## config.mk

```make
export PLATFORM = sky130hd
export DESIGN_NAME = ps2_host_tx
export DESIGN_NICKNAME = d
export VERILOG_FILES = /design/src/rtl/pong_ps2_pkg.sv /design/src/rtl/ps2_line_filter.sv /design/src/rtl/ps2_host_tx.sv
export SDC_FILE = /design/constraint.sdc
export NUM_CORES = 1
export LEC_CHECK = 0
export CORE_ASPECT_RATIO = 1.1
export CORE_MARGIN = 3
export CORE_UTILIZATION = 50
export DETAILED_ROUTE_END_ITERATION = 12
export HOLD_SLACK_MARGIN = 0.15
export PLACE_DENSITY = 0.69
export SKIP_LAST_GASP = 1
export SLEW_MARGIN = 40
export SYNTH_ARGS = -nofsm -noshare
export SYNTH_HDL_FRONTEND = slang
export SYNTH_SLANG_ARGS = --single-unit
```

## constraint.sdc

```tcl
create_clock -name CLK100MHZ -period 3.5 [get_ports CLK100MHZ]
set_clock_uncertainty 0.1 [all_clocks]
set_input_delay 0.525 -clock CLK100MHZ [delete_from_list [all_inputs] [get_ports CLK100MHZ]]
set_output_delay 0.525 -clock CLK100MHZ [all_outputs]
set_load 0.02 [all_outputs]
```

## src/rtl/pong_ps2_pkg.sv

```systemverilog
// pong_ps2_pkg: PS/2 host transmitter state encoding and default line timing,
// shared with the keyboard receiver.
package pong_ps2_pkg;
    typedef enum logic [2:0] {IDLE, INHIBIT, REQ, SHIFT, ACK, WAIT_IDLE} ps2_state_e;
    localparam int PS2_INHIBIT_CYCLES = 12000;
    localparam int PS2_REQ_CYCLES     = 100;
    localparam int PS2_TIMEOUT_CYCLES = 2000000;
    localparam int PS2_FILTER_LEN     = 8;
endpackage

```

## src/rtl/ps2_line_filter.sv

```systemverilog
// ps2_line_filter: 2-FF synchronizer plus N-sample glitch filter for one PS/2 line,
// with a registered strobe on each filtered 1->0 transition.
module ps2_line_filter #(
    parameter int FILTER_LEN = 8
) (
    input  logic clk_i,
    input  logic rst_i,
    input  logic line_i,
    output logic level_o,
    output logic fall_o
);
    localparam int FW = (FILTER_LEN > 1) ? $clog2(FILTER_LEN) : 1;
    logic [1:0]    sync_q;
    logic [FW-1:0] cnt_q, cnt_d;
    logic          level_q, level_d, fall_q;
    // The level flips only after FILTER_LEN consecutive samples disagree with it.
    always_comb begin
        cnt_d   = (sync_q[1] == level_q || cnt_q == FW'(FILTER_LEN - 1)) ? '0 : cnt_q + 1'b1;
        level_d = (sync_q[1] != level_q && cnt_q == FW'(FILTER_LEN - 1)) ? sync_q[1] : level_q;
    end
    always_ff @(posedge clk_i) begin
        if (rst_i) begin
            sync_q  <= 2'b11;
            cnt_q   <= '0;
            level_q <= 1'b1;
            fall_q  <= 1'b0;
        end else begin
            sync_q  <= {sync_q[0], line_i};
            cnt_q   <= cnt_d;
            level_q <= level_d;
            fall_q  <= level_q & ~level_d;
        end
    end
    assign level_o = level_q;
    assign fall_o  = fall_q;
endmodule

```

## src/rtl/ps2_host_tx.sv

```systemverilog
// ps2_host_tx: sends one command byte host-to-device over PS/2 (inhibit, request,
// shift 8 data + parity + stop, sample ACK), with a per-edge timeout.
module ps2_host_tx
    import pong_ps2_pkg::*;
#(
    parameter int INHIBIT_CYCLES = PS2_INHIBIT_CYCLES,
    parameter int REQ_CYCLES     = PS2_REQ_CYCLES,
    parameter int TIMEOUT_CYCLES = PS2_TIMEOUT_CYCLES,
    parameter int FILTER_LEN     = PS2_FILTER_LEN
) (
    input  logic       CLK100MHZ,
    input  logic       RST,
    input  logic [7:0] TX_DATA,
    input  logic       TX_START,
    input  logic       PS2_CLK_IN,
    input  logic       PS2_DATA_IN,
    output logic       PS2_CLK_OE,
    output logic       PS2_DATA_OE,
    output logic       BUSY,
    output logic       DONE,
    output logic       ERROR
);
    localparam int MAX_IR = (INHIBIT_CYCLES > REQ_CYCLES) ? INHIBIT_CYCLES : REQ_CYCLES;
    localparam int MAXC   = (TIMEOUT_CYCLES > MAX_IR) ? TIMEOUT_CYCLES : MAX_IR;
    localparam int CW     = $clog2(MAXC + 1);
    ps2_state_e    state_q, state_d;
    logic [CW-1:0] tmr_q, tmr_d;
    logic [3:0]    bit_q, bit_d;
    logic [9:0]    sh_q, sh_d;
    logic          clk_oe_q, clk_oe_d, data_oe_q, data_oe_d;
    logic          ack_q, ack_d, done_q, done_d, err_q, err_d;
    logic          clk_f, clk_fall, data_f, data_fall_unused;
    ps2_line_filter #(.FILTER_LEN(FILTER_LEN)) u_clk_filt (
        .clk_i(CLK100MHZ), .rst_i(RST), .line_i(PS2_CLK_IN), .level_o(clk_f), .fall_o(clk_fall)
    );
    ps2_line_filter #(.FILTER_LEN(FILTER_LEN)) u_data_filt (
        .clk_i(CLK100MHZ), .rst_i(RST), .line_i(PS2_DATA_IN), .level_o(data_f), .fall_o(data_fall_unused)
    );
    always_comb begin
        state_d   = state_q;
        tmr_d     = tmr_q;
        bit_d     = bit_q;
        sh_d      = sh_q;
        clk_oe_d  = clk_oe_q;
        data_oe_d = data_oe_q;
        ack_d     = ack_q;
        done_d    = 1'b0;
        err_d     = 1'b0;
        case (state_q)
            IDLE: if (TX_START) begin
                state_d  = INHIBIT;
                sh_d     = {1'b1, ~^TX_DATA, TX_DATA};
                clk_oe_d = 1'b1;
                tmr_d    = '0;
            end
            INHIBIT: if (tmr_q == CW'(INHIBIT_CYCLES - 1)) begin
                state_d   = REQ;
                tmr_d     = '0;
                data_oe_d = 1'b1;
            end else tmr_d = tmr_q + 1'b1;
            REQ: if (tmr_q == CW'(REQ_CYCLES - 1)) begin
                state_d  = SHIFT;
                tmr_d    = '0;
                bit_d    = '0;
                clk_oe_d = 1'b0;
            end else tmr_d = tmr_q + 1'b1;
            default: begin
                // SHIFT, ACK and WAIT_IDLE share the edge timeout
                tmr_d = clk_fall ? '0 : (tmr_q == CW'(MAXC) ? tmr_q : tmr_q + 1'b1);
                if (state_q == SHIFT && clk_fall) begin
                    data_oe_d = ~sh_q[bit_q];
                    bit_d     = bit_q + 1'b1;
                    state_d   = (bit_q == 4'd9) ? ACK : SHIFT;
                end
                if (state_q == ACK && clk_fall) begin
                    ack_d   = ~data_f;
                    state_d = WAIT_IDLE;
                end
                if (state_q == WAIT_IDLE && clk_f && data_f) begin
                    state_d = IDLE;
                    done_d  = ack_q;
                    err_d   = ~ack_q;
                end
                if (!clk_fall && tmr_q == CW'(TIMEOUT_CYCLES - 1)) begin
                    state_d   = IDLE;
                    clk_oe_d  = 1'b0;
                    data_oe_d = 1'b0;
                    done_d    = 1'b0;
                    err_d     = 1'b1;
                end
            end
        endcase
    end
    always_ff @(posedge CLK100MHZ) begin
        if (RST) begin
            state_q   <= IDLE;
            tmr_q     <= '0;
            bit_q     <= '0;
            sh_q      <= '0;
            clk_oe_q  <= 1'b0;
            data_oe_q <= 1'b0;
            ack_q     <= 1'b0;
            done_q    <= 1'b0;
            err_q     <= 1'b0;
        end else begin
            state_q   <= state_d;
            tmr_q     <= tmr_d;
            bit_q     <= bit_d;
            sh_q      <= sh_d;
            clk_oe_q  <= clk_oe_d;
            data_oe_q <= data_oe_d;
            ack_q     <= ack_d;
            done_q    <= done_d;
            err_q     <= err_d;
        end
    end
    assign PS2_CLK_OE  = clk_oe_q;
    assign PS2_DATA_OE = data_oe_q;
    assign BUSY        = (state_q != IDLE);
    assign DONE        = done_q;
    assign ERROR       = err_q;
endmodule

```

==> results of run 1 <==
worst register-to-register path, delay by kind of cell (launching register included):
family,cells,cell delay [ns]
flops,1,0.38
simple gates,4,1.29
compound gates,2,0.68
where the power goes:
part / leakage, nW / internal [mW] / total, mW / switching [mW]
sequential: 0.455 / 0.685 / 0.729 / 0.0445
clock: 0.0503 / 0.177 / 0.368 / 0.191
combinational: 0.629 / 0.152 / 0.384 / 0.232
total: 1.13 / 1.01 / 1.48 / 0.468
metal layers:
metal  part of all wire (%)  up-vias  wire length (um)  GRT usage, %
met5                      0        -                 0             0
met4                    1.2        0                65          4.78
met3                    3.5        8               183          3.36
met2                     49       40              2550          29.8
met1                     47      999              2460          23.0
li1                       -     1123                 -             -
per-stage QoR:
step | power [mW] | instances | setup WS, ns
3_3_place_gp | 1.12 | 396 | 1.02
5_1_grt | 1.58 | 403 | 0.783
6_report | 1.48 | 403 | 0.991
3_5_place_dp | 1.13 | 396 | 1.02
4_1_cts | 1.50 | 403 | 0.992
2_1_floorplan | 1.01 | 319 | 1.23
logic make-up after synthesis:
kind of cell / count (synthesis) / share of synthesized area (%)
AOI/OAI and AO/OA: 39 / 9.00
xor gates and xnor gates: 31 / 10.0
adders and majority gates: 8 / 3.69
buffers and inverters: 23 / 3.32
DFF: 56 / 41.4
muxes: 5 / 2.82
and+or+nand+nor: 157 / 29.8
flip-flops by register name (all words and copies together), names as in the netlist, 2 cells and up:
| name | cells |
|---|---|
| tmr_q | 21 |
| sh_q | 10 |
| bit_q | 4 |
| state_q | 3 |
| u_clk_filt.cnt_q | 3 |
| u_data_filt.cnt_q | 3 |
| u_clk_filt.sync_q | 2 |
| u_data_filt.sync_q | 2 |
placed cells by master (no fill, tap or decap), drive strengths merged, types with 12 or more instances in the layout:
cell	n
a21oi	16
clkdlybuf4s50	17
dfxtp	56
nand2	38
nand4	12
nor2	42
xnor2	17
xor2	14
final cells by class:
type                            instances  area [um^2]
Fill cell                             499         2100
Multi-Input combinational cell        240         1500
Sequential cell                        56         1120
Timing Repair Buffer                   19          185
Clock buffer                            7         96.3
Tap cell                               72         90.1
Inverter                                9         33.8
path summary, 6_finish.rpt:
| path | endpoint | from | cells after the start |
|---|---|---|---|
| max reg2reg | state_q[2] | tmr_q[16] | 6 |
| min reg2reg | u_data_filt.sync_q[1] | u_data_filt.sync_q[0] | 1 |
| max | state_q[2] | tmr_q[16] | 6 |
| min | u_data_filt.sync_q[1] | u_data_filt.sync_q[0] | 1 |
==> reports/qor.yml, run 1 <==
critPathMaxStageDelay_ns: 0.54
leakagePower_nw: 1.13
dpl.hpwl_um: 3820
ys_types: 44
period_needed_ns: 2.51
avgSynthCellArea_um2: 8.50
drt_iter0_drc: 186
worstMarginPinSlew_ns: 0.477
gr-total-overflow: 0
crit_chain: "nor4_2 -> nand3_1 -> o41ai_2 -> nand2_2 -> or4_1 -> a21oi_1"
portBuffers: 17
clock.fmax_mhz: 399
vias: 2170
grtUsageTotal_pct: 17.6
endpoint_kind: "flip-flop"
synthesis.instances: 319
postLayoutCoreUtil_pct: 59.0
core-area_mm2: 0.00513
placed_cell_area_mm2: 0.00293
cts_hold_buffers: 0
yosys.area.top_type: "dfxtp_1"
cts_buffer_depth: 2
avgRoutedWirePerCell_um: 13.1
die_area_mm2: 0.00634
critPathRequiredTime_ns: 3.64
synthArstFlopShare_pct: 0
synth_edf_count: 0
grt_max_degree: 30
slew_violations: 0
area_growth_pct: 11.8
peakVddDrop_uv: 229
synth_fp_nets: 340
period_share_pct: 71.7
detail-route-antenna-nets: 0
path_max_fanout: 6
drv_cap: 0
syn-cell-area_mm2: 0.00271
whs_ns: 0.315
hold_viol_final: 0
finalSetupViolCount: 0
finalSetupTns_ns: 0
routabilityCongestion: 0.889
crit_family: "simple AND/OR/NAND/NOR gates"
finalWirelength_um: 5260
rsz0062_at_grt: "no"
routed_via_density: 5.38
drt_pass1_iterations: 4
dieWidth_um: 76.2
htreeDepth: 2
status: "finished, final reports clean"
worstSetupStartpointType: "flip-flop"
grt_pass1_vias: 2018
cts_inserted_buffers: 5
critPathSlowestCell: "o41ai_2"
drive_above_1_share_pct: 6.95
antenna_found_initial: 0
yosysMostFrequentCell: "dfxtp_1"
crit_arrival_ns: 2.65
synthFlopType: "dfxtp_1"
yosys-top-cells-area: "dfxtp_1 41%, nor2_1 5.8%, xnor2_1 5.5%, nand2_1 5.1%, xor2_1 4.5%"
min_path_type: "flip-flop to flip-flop"
ys_ff_latch: 56
cts-root-buf: "clkbuf_8"
clock-sinks: 56
r2r_setup_slack_ns: 0.99
p_per_area_mw_per_mm2: 489
insertion_delay_ns: 0.30
tritoncts: "yes"
grt_first_pass_wirelength_um: 9270
nets: 352
synth_top_area_share_pct: 41.4
route.detailed.drc: 0
io_pins: 18
design_area_mm2: 0.00303
die_height_um: 83.2
synthTopCellsByCount: "56 x dfxtp_1, 42 x nor2_1, 37 x nand2_1"
slew_headroom_pct: 67.9
crit_buf_inv: 0
yosysSeqAreaShare_pct: 41.4
clkSlewWorstSetupHoldPaths_ns: 0.09
initial_core_util_pct: 52.8
yosysWarnings: 0
postCtsResizedCells: 0
crit_type: "flip-flop to flip-flop"
cts_setup_buffers: 0
diodes: 0
rows: 27
Note: power is estimated with default switching activity, not from simulation.
==> inputs of run 2 (changes only) <==
--- a/config.mk
+++ b/config.mk
@@ -10,7 +10,7 @@
 export CORE_UTILIZATION = 50
 export DETAILED_ROUTE_END_ITERATION = 12
 export HOLD_SLACK_MARGIN = 0.15
-export PLACE_DENSITY = 0.69
+export PLACE_DENSITY = 0.72
 export SKIP_LAST_GASP = 1
 export SLEW_MARGIN = 40
 export SYNTH_ARGS = -nofsm -noshare
==> constraint.sdc (replaced) <==
create_clock -name CLK100MHZ -period 2.1 [get_ports CLK100MHZ]
set_clock_uncertainty 0.1 [all_clocks]
set_input_delay 0.315 -clock CLK100MHZ [delete_from_list [all_inputs] [get_ports CLK100MHZ]]
set_output_delay 0.315 -clock CLK100MHZ [all_outputs]
set_load 0.02 [all_outputs]
==> reports/qor.yml, run 2 (same netlist as run 1, synthesis figures left out) <==
critPathRequiredTime_ns: 2.21  # was 3.64 ns
initial_core_util_pct: 52.8  # unchanged
clkPwrFrac_pct: 22.2  # was 24.8%
cts_buffer_depth: 2  # unchanged
min_path_type: "flip-flop to flip-flop"  # unchanged
grt_pass1_vias: 2285  # was 2018
dieWidth_um: 76.2  # unchanged
insertion_delay_ns: 0.31  # was 0.30 ns
htreeDepth: 2  # unchanged
cts-root-buf: "clkbuf_8"  # unchanged
worst-r2r-cell-count: 8  # was 6
grt_first_pass_wirelength_um: 9990  # was 9270 um
tritoncts: "yes"  # unchanged
layout_setup_ws_ns: -0.182  # was 0.991 ns
drive_above_1_share_pct: 20.2  # was 6.95%
path_max_fanout: 5  # was 6
grtUsageTotal_pct: 18.9  # was 17.6%
worstSetupStartpointType: "flip-flop"  # unchanged
clkSlewWorstSetupHoldPaths_ns: 0.09  # about the same
top_regs: "tmr_q: 21 flops, sh_q: 10 flops, bit_q: 4 flops"  # unchanged
slew_headroom_pct: 69.6  # was 67.9%
io_pins: 18  # unchanged
routed_via_density: 5.38  # about the same
route.detailed.drc: 0  # unchanged
routabilityCongestion: 0.887  # was 0.889
dpl.hpwl_um: 4220  # was 3820 um
finalPower_mw: 2.84  # was 1.48 mW
area_growth_pct: 27.6  # was 11.8%
antenna_found_initial: 0  # unchanged
drt_iter0_drc: 158  # was 186
placed_cell_area_mm2: 0.00322  # was 0.00293 mm^2
clock.fmax_mhz: 438  # was 399 MHz
crit_type: "flip-flop to flip-flop"  # unchanged
hold_viol_final: 0  # unchanged
p_comb_share_pct: 35.0  # was 25.9%
hold_path_depth: 1  # unchanged
rsz0062_at_grt: "yes"  # was no
finalSetupViolCount: 24  # was 0
drv_cap: 0  # unchanged
leakagePower_nw: 1.35  # was 1.13 nW
die_height_um: 83.2  # unchanged
p_sw_mw: 0.917  # was 0.468 mW
portBuffers: 17  # unchanged
final_common_cell: "dfxtp_1"  # unchanged
core-area_mm2: 0.00513  # unchanged
p_per_area_mw_per_mm2: 820  # was 489 mW/mm^2
diodes: 0  # unchanged
nets: 388  # was 352
failed_checks: "negative setup slack"
grt_max_degree: 23  # was 30
period_share_pct: 109  # was 71.7%
avgRoutedWirePerCell_um: 13.6  # was 13.1 um
vias: 2362  # was 2170
clock-sinks: 56  # unchanged
drt_pass1_iterations: 4  # unchanged
die_area_mm2: 0.00634  # unchanged
gr-total-overflow: 0  # unchanged
cts_inserted_buffers: 5  # unchanged
rows: 27  # unchanged
status: "finished, violations left"  # was finished, final reports clean
period_needed_ns: 2.28  # was 2.51 ns
largest_register: "tmr_q"  # unchanged
seqPwrFrac_pct: 42.8  # was 49.2%
final_cell_mix: "53 x dfxtp_1, 37 x nand2_1, 35 x nor2_1"  # was 56 x dfxtp_1, 42 x nor2_1, 37 x nand2_1
switching_share_pct: 32.3  # was 31.6%
worstMarginPinSlew_ns: 0.453  # was 0.477 ns
intPower_mw: 1.92  # was 1.01 mW
endpoint_kind: "flip-flop"  # unchanged
slew_violations: 0  # unchanged
finalWirelength_um: 5970  # was 5260 um
largest_reg_flops: 21  # unchanged
crit_arrival_ns: 2.39  # was 2.65 ns
detail-route-antenna-nets: 0  # unchanged
peakVddDrop_uv: 418  # was 229 uV
design_area_mm2: 0.00346  # was 0.00303 mm^2
==> run 2: path summary, 6_finish.rpt <==
path                             start                    to  slack, ns
hold / removal    u_clk_filt.sync_q[0]  u_clk_filt.sync_q[1]       0.32
hold reg to reg   u_clk_filt.sync_q[0]  u_clk_filt.sync_q[1]       0.32
setup reg to reg              tmr_q[4]              tmr_q[0]      -0.18
setup / recovery              tmr_q[4]              tmr_q[0]      -0.18
==> run 2: layer usage <==
layer  up-vias  GRT usage (%)  share of wire, %
met1      1131           22.2                45
met2        31           34.2                51
met4         0           5.93               1.1
met3         6           4.12               2.6
li1       1194              -                 -
met5         -              0                 0
==> run 2: layout make-up <==
cell class	count	area (um^2)
repair buffers	55	512
clock buffers	7	96.3
multi-input cells	240	1600
fillers	438	1680
inverters	9	33.8
flip-flops and latches	56	1120
well taps	72	90.1
==> run 2: metrics by stage <==
stage          setup WS, ns  std cells  hold WS [ns]  util [%]  setup TNS [ns]
6_report             -0.182        439         0.318      67.3           -3.68
5_1_grt              -0.239        439         0.353      67.3           -5.21
3_3_place_gp         -0.133        429         0.292      62.7           -1.71
3_5_place_dp         -0.164        429         0.298      62.7           -3.16
4_1_cts              -0.162        436         0.323      64.6           -2.59
2_1_floorplan       -0.0756        319         0.289         -           -1.01
==> run 2: power by group through the flow <==
stage          Combinational [mW]  Sequential [mW]  Clock, mW
3_3_place_gp                0.814             1.22          0
5_1_grt                      1.10             1.22      0.689
2_1_floorplan               0.511             1.22          0
6_report                    0.993             1.21      0.630
3_5_place_dp                0.827             1.23          0
4_1_cts                     0.834             1.20      0.649
==> run 2: worst max-delay path, cell delays in order, from the launching register on <==
cell and delay, ns:
dfxtp_2 0.34, or3_4 0.38, or4b_4 0.51, o211ai_4 0.22, nand2_4 0.09, o31ai_4 0.18
buf_6 0.16, clkbuf_16 0.16, nor2_2 0.04
==> run 2: timing repair <==
action / CTS / global route
pin swaps: 3 / 9
gates resized for setup: 0 / 25
endpoints found under the setup margin: 26 / 29
hold buffers: 0 / 0
setup buffers: 0 / 1
cloned: 0 / 2
